[src/rtl/sa_ram_rd_stream_64x64.sv]
// Burst read controller for the 64x64 SA RAM: issues reads, returns words as a valid/ready stream.
// Optional popped-word counter output enabled by SA_RAM_RD_STREAM_CNT_EN.
module sa_ram_rd_stream_64x64 #(
  parameter int unsigned AW         = 6,
  parameter int unsigned DW         = 64,
  parameter int unsigned FIFO_DEPTH = 2
) (
  input  logic          nvdla_core_clk,
  input  logic          nvdla_core_rstn,
  input  logic          cmd_valid,
  output logic          cmd_ready,
  input  logic [AW-1:0] cmd_base,
  input  logic [AW-1:0] cmd_len,
  output logic [AW-1:0] ram_ra,
  output logic          ram_re,
  input  logic [DW-1:0] ram_dout,
  output logic          out_valid,
  input  logic          out_ready,
  output logic [DW-1:0] out_data,
  output logic          out_last,
  output logic          busy
`ifdef SA_RAM_RD_STREAM_CNT_EN
  ,
  output logic [15:0]   word_cnt
`endif
);

  typedef enum logic [1:0] {StIdle, StRun, StDrain} state_e;

  localparam logic [AW:0]   RemOne  = 1;
  localparam logic [AW-1:0] AddrOne = 1;
  localparam logic [2:0]    Credits = 3'(FIFO_DEPTH);

  state_e          state_q, state_d;
  logic [AW-1:0]   addr_q, addr_d;
  logic [AW:0]     rem_q, rem_d;
  logic            inflight_q, last_tag_q;
  logic [DW-1:0]   fifo_data_q [FIFO_DEPTH];
  logic            fifo_last_q [FIFO_DEPTH];
  logic            rd_ptr_q, wr_ptr_q;
  logic [1:0]      count_q;
  logic            pop, push, issue_last;
  logic [2:0]      credit;

  assign out_valid  = (count_q != 2'd0);
  assign pop        = out_valid && out_ready;
  assign push       = inflight_q;
  assign out_data   = fifo_data_q[rd_ptr_q];
  assign out_last   = out_valid && fifo_last_q[rd_ptr_q];
  assign cmd_ready  = (state_q == StIdle);
  assign busy       = (state_q != StIdle);
  assign ram_ra     = addr_q;
  assign issue_last = (rem_q == RemOne);

  // Occupied plus in-flight words, counting a same-cycle pop as already freed.
  assign credit = {1'b0, count_q} + {2'b00, inflight_q} - {2'b00, pop};
  assign ram_re = (state_q == StRun) && (credit < Credits);

  always_comb begin
    state_d = state_q;
    addr_d  = addr_q;
    rem_d   = rem_q;
    unique case (state_q)
      StIdle: begin
        if (cmd_valid) begin
          addr_d  = cmd_base;
          rem_d   = {1'b0, cmd_len} + RemOne;
          state_d = StRun;
        end
      end
      StRun: begin
        if (ram_re) begin
          addr_d = addr_q + AddrOne;
          rem_d  = rem_q - RemOne;
          if (issue_last) state_d = StDrain;
        end
      end
      StDrain: begin
        if (pop && out_last) state_d = StIdle;
      end
      default: state_d = StIdle;
    endcase
  end

  always_ff @(posedge nvdla_core_clk) begin
    if (!nvdla_core_rstn) begin
      state_q    <= StIdle;
      addr_q     <= '0;
      rem_q      <= '0;
      inflight_q <= 1'b0;
      last_tag_q <= 1'b0;
    end else begin
      state_q    <= state_d;
      addr_q     <= addr_d;
      rem_q      <= rem_d;
      inflight_q <= ram_re;
      last_tag_q <= ram_re && issue_last;
    end
  end

  always_ff @(posedge nvdla_core_clk) begin
    if (!nvdla_core_rstn) begin
      for (int i = 0; i < FIFO_DEPTH; i++) begin
        fifo_data_q[i] <= '0;
        fifo_last_q[i] <= 1'b0;
      end
      rd_ptr_q <= 1'b0;
      wr_ptr_q <= 1'b0;
      count_q  <= 2'd0;
    end else begin
      if (push) begin
        fifo_data_q[wr_ptr_q] <= ram_dout;
        fifo_last_q[wr_ptr_q] <= last_tag_q;
        wr_ptr_q              <= ~wr_ptr_q;
      end
      if (pop) rd_ptr_q <= ~rd_ptr_q;
      unique case ({push, pop})
        2'b10:   count_q <= count_q + 2'd1;
        2'b01:   count_q <= count_q - 2'd1;
        default: count_q <= count_q;
      endcase
    end
  end

`ifdef SA_RAM_RD_STREAM_CNT_EN
  logic [15:0] word_cnt_q;

  always_ff @(posedge nvdla_core_clk) begin
    if (!nvdla_core_rstn) begin
      word_cnt_q <= 16'd0;
    end else if (pop && (word_cnt_q != 16'hFFFF)) begin
      word_cnt_q <= word_cnt_q + 16'd1;
    end
  end

  assign word_cnt = word_cnt_q;
`endif

endmodule

[config.mk]
export PLATFORM = sky130hd
export DESIGN_NAME = sa_ram_rd_stream_64x64
export DESIGN_NICKNAME = d
export VERILOG_FILES = /design/src/rtl/sa_ram_rd_stream_64x64.sv
export SDC_FILE = /design/constraint.sdc
export NUM_CORES = 1
export LEC_CHECK = 0
export CAP_MARGIN = 10
export CELL_PAD_IN_SITES_DETAIL_PLACEMENT = 1
export CELL_PAD_IN_SITES_GLOBAL_PLACEMENT = 1
export CORE_ASPECT_RATIO = 1.4
export CORE_UTILIZATION = 51
export CTS_CLUSTER_SIZE = 25
export DETAILED_ROUTE_END_ITERATION = 12
export DONT_BUFFER_PORTS = 1
export GPL_TIMING_DRIVEN = 0
export HOLD_SLACK_MARGIN = 0.1
export PLACE_DENSITY_LB_ADDON = 0.1
export SLEW_MARGIN = 20
export SYNTH_ARGS = -nofsm -noshare
export SYNTH_HDL_FRONTEND = slang
export SYNTH_SLANG_ARGS = --single-unit
[constraint.sdc]
create_clock -name nvdla_core_clk -period 3.4 [get_ports nvdla_core_clk]
set_input_delay 0.51 -clock nvdla_core_clk [delete_from_list [all_inputs] [get_ports nvdla_core_clk]]
set_output_delay 0.51 -clock nvdla_core_clk [all_outputs]
set_load 0.01 [all_outputs]
==> out/metrics.cfg <==
[placement]
port_buffers = 0
placedCellCount = 693
placement.setup.worst_slack_ps = 827
dp_hpwl_um = 10100
gp_congestion = 0.848

[pwr]
internal_cell_power_w = 0.00338
design_power_total_w = 0.00442
combPwrFrac_pct = 9.5
power.static_leakage_nw = 2.85
sequentialPowerShare_pct = 49.8
power.share.switching_pct = 23.4
clock_power_share_pct = 40.7
pwr_density_cell_nw_per_um2 = 575
max_ir_drop_vdd_mv = 0.313
power_switching_w = 0.00103

[clock_tree]
max-clock-path-buffers = 2
cts_hold_repair.buffers = 0
clkTransAtPathRegs_ps = 60
cts-buffers-inserted = 17
cts_repair_resize_count = 0
clk_latency_ps = 410
cts.root.buffer_cell = sky130_fd_sc_hd__clkbuf_16
post_cts.repair.setup_buffers = 0
htree_levels = 4
number_of_sinks_handled_by_clock_tree_synthesis = 152
tritoncts_clock_tree = yes

[route]
route.vias.total = 3973
remaining_drc_errors = 0
routed_wl_um = 14400
initialDrtViolationCount = 171
drt_first_pass_iters = 4
routedWlPerCell_um = 19.8
number_of_routed_nets_with_antenna_violations = 0
detail_route.vias_per_cell = 5.48

[critical_path]
critPathArrivalTime_ps = 2480
cp_max_fo = 7
crit_chain = and3b_2 -> or2_2 -> nand2_1 -> fa_1 -> xnor2_2 -> nand2_1 -> nor2_1
timing.critical_path.to_type = output port
startpoint_type = flop
critical_path_s_slowest_cell = sky130_fd_sc_hd__dfxtp_1
timing.setup.critical_path_class = flop to output port
critical_path.max_stage_delay_ps = 500
worstPathRequired_ps = 2890
critical-path-top-cell-by-count = sky130_fd_sc_hd__nand2_1

[synth]
synth_nets = 598
synth_seq_area_share_pct = 63.3
synth-async-reset-ratio_pct = 0
synthesis.yosys.warnings = 0
synth_cells = 513
syn-cell-area_um2 = 6840
ys_dominant_reg_cell = sky130_fd_sc_hd__edfxtp_1
synthDistinctLibCells = 46
syn_avg_cell_area_um2 = 13.3
ff_latch_count_synth = 152
synth_edf_count = 128

[min_path]
hold_path.class = primary input to flop

[grt]
grt_first_pass_wirelength_um = 22400
pin_count_of_the_biggest_net_entering_global_routing = 51
grt_pass1_vias = 4354
initial_antenna_violation_count = 0
groute.usage.overall_pct = 21.7
overflow = 0

[sta]
timing.max_slew.rel_slack_pct = 54.7
final.setup.worst_slack_ps = 406
timing.fmax_mhz = 334
timing.clock.skew_ps = 10.1
final-setup-viol-count = 0
rsz0062_at_grt = no
slew_violations = 0
share_of_the_clock_period_used_by_the_worst_path_pct = 88.1
final.min_clock_period_ps = 2990
report.final.hold_viol_count = 0
slew_at_the_pin_closest_to_its_max_slew_limit_ps = 674

[cells_and_area]
layout.cells.most_common = sky130_fd_sc_hd__and2_1
n_antenna_cell = 0
num-nets-final = 619
finalCoreUtilization_pct = 59.4
stdcell_count = 725
syn2layout_area_growth_pct = 12.4
layout.cells.most_common_list = sky130_fd_sc_hd__and2_1, sky130_fd_sc_hd__edfxtp_1, sky130_fd_sc_hd__mux2_2
post_route_cells_drive_above_1_share_pct = 20.8

[die]
std_cell_rows = 49
floorplan.die.width_um = 99.9
floorplan.die_area_um2 = 13900
floorplan.initialDensity_pct = 52.8
core-area_um2 = 12900
floorplan.die.height_um = 139
num_io_pins = 155

[run_status]
status = finished clean

[run]
cap_viol_max_count = 0

-- path summary, 6_finish.rpt --
check                                    start              to  slack (ps)  cells after the start
worst max-delay path                count_q[1]          ram_re         410                      7
worst max register to register      count_q[1]       ram_ra[4]         890                      9
worst min-delay path               cmd_base[1]       ram_ra[1]         260                      2
worst min register to register  fifo_last_q[1]  fifo_last_q[1]         480                      2
-- worst max-delay path: cells and delay by family (launching register included) --
family / cells / cell delay, ps
flops: 1 / 500
xor+xnor: 1 / 290
fa+ha+maj: 1 / 420
simple gates: 5 / 860
-- area by class of cell --
cell class	instances	area, um2
Buffer	29	134
Clock buffer	20	437
Fill cell	1272	5250
Tap cell	178	223
Sequential cell	152	4320
Timing Repair Buffer	2	47.5
Clock inverter	12	126
Multi-Input combinational cell	326	2370
Inverter	6	22.5
-- flip-flops by register name, summed over array words and instances, names as in the netlist, named ones only --
name and cells:
fifo_data_q 128, rem_q 7, ram_ra 6, count_q 2, fifo_last_q 2, state_q 2
inflight_q 1, last_tag_q 1, rd_ptr_q 1, wr_ptr_q 1
-- per-stage QoR --
step / hold slack (ps) / cell area [um2] / TNS, ps
2_1_floorplan: 425 / 6840 / 0
3_3_place_gp: 448 / 7060 / -44570
3_5_place_dp: 482 / 7120 / 0
4_1_cts: 245 / 7680 / 0
5_1_grt: 265 / 7680 / 0
6_report: 258 / 7680 / 0
-- per-layer routing --
layer	global-route usage, %	part of all wire (%)	vias to the layer above
met2	40.1	55	120
li1	-	-	1873
met1	21.7	36	1961
met4	7.04	1.6	0
met3	8.52	7.3	19
met5	0	0	-
-- power by group through the flow --
stage | registers, W | logic [W] | clock network, W
floorplan | 0.00222 | 0.000323 | 0
global placement | 0.00224 | 0.000403 | 0
detailed placement | 0.00224 | 0.000426 | 0
CTS | 0.00220 | 0.000428 | 0.00182
global route | 0.00221 | 0.000459 | 0.00190
finish | 0.00220 | 0.000420 | 0.00180
-- cells in the mapped netlist (2+ instances only) --
cell / number / area (um2)
sky130_fd_sc_hd__and2_1: 130 / 813
sky130_fd_sc_hd__edfxtp_1: 128 / 3840
sky130_fd_sc_hd__mux2_2: 64 / 721
sky130_fd_sc_hd__dfxtp_1: 24 / 480
sky130_fd_sc_hd__nand2_1: 18 / 67.6
sky130_fd_sc_hd__a21oi_1: 17 / 85.1
sky130_fd_sc_hd__clkbuf_1: 16 / 60.1
sky130_fd_sc_hd__nor2_1: 16 / 60.1
sky130_fd_sc_hd__nor3_1: 10 / 50.1
sky130_fd_sc_hd__o21ai_0: 10 / 50.1
sky130_fd_sc_hd__buf_2: 8 / 40.0
sky130_fd_sc_hd__nand2b_1: 7 / 43.8
sky130_fd_sc_hd__nand3_1: 7 / 35.0
sky130_fd_sc_hd__inv_1: 5 / 18.8
sky130_fd_sc_hd__o22ai_1: 5 / 31.3
sky130_fd_sc_hd__ha_1: 4 / 50.1
sky130_fd_sc_hd__and3_1: 3 / 18.8
sky130_fd_sc_hd__xnor2_1: 3 / 26.3
sky130_fd_sc_hd__a211oi_1: 2 / 15.0
sky130_fd_sc_hd__a32o_1: 2 / 20.0
sky130_fd_sc_hd__buf_1: 2 / 7.51
sky130_fd_sc_hd__buf_4: 2 / 15.0
sky130_fd_sc_hd__mux2i_1: 2 / 20.0
sky130_fd_sc_hd__nor2b_1: 2 / 12.5
sky130_fd_sc_hd__nor3b_1: 2 / 15.0
sky130_fd_sc_hd__nor4_1: 2 / 12.5
sky130_fd_sc_hd__o211ai_1: 2 / 15.0
sky130_fd_sc_hd__or3_1: 2 / 12.5
-- cell families (layout without fill, tap and decap cells) --
logic type	Yosys count	after routing	synth area share, %
xor+xnor	5	5	0.751
buf+inv	35	69	2.29
flops	152	152	63.3
simple gates	204	204	17.3
compound gates	46	46	4.50
mux	66	66	10.8
fa+ha+maj	5	5	1.02
No activity file was read; power rests on OpenSTA's default activity.
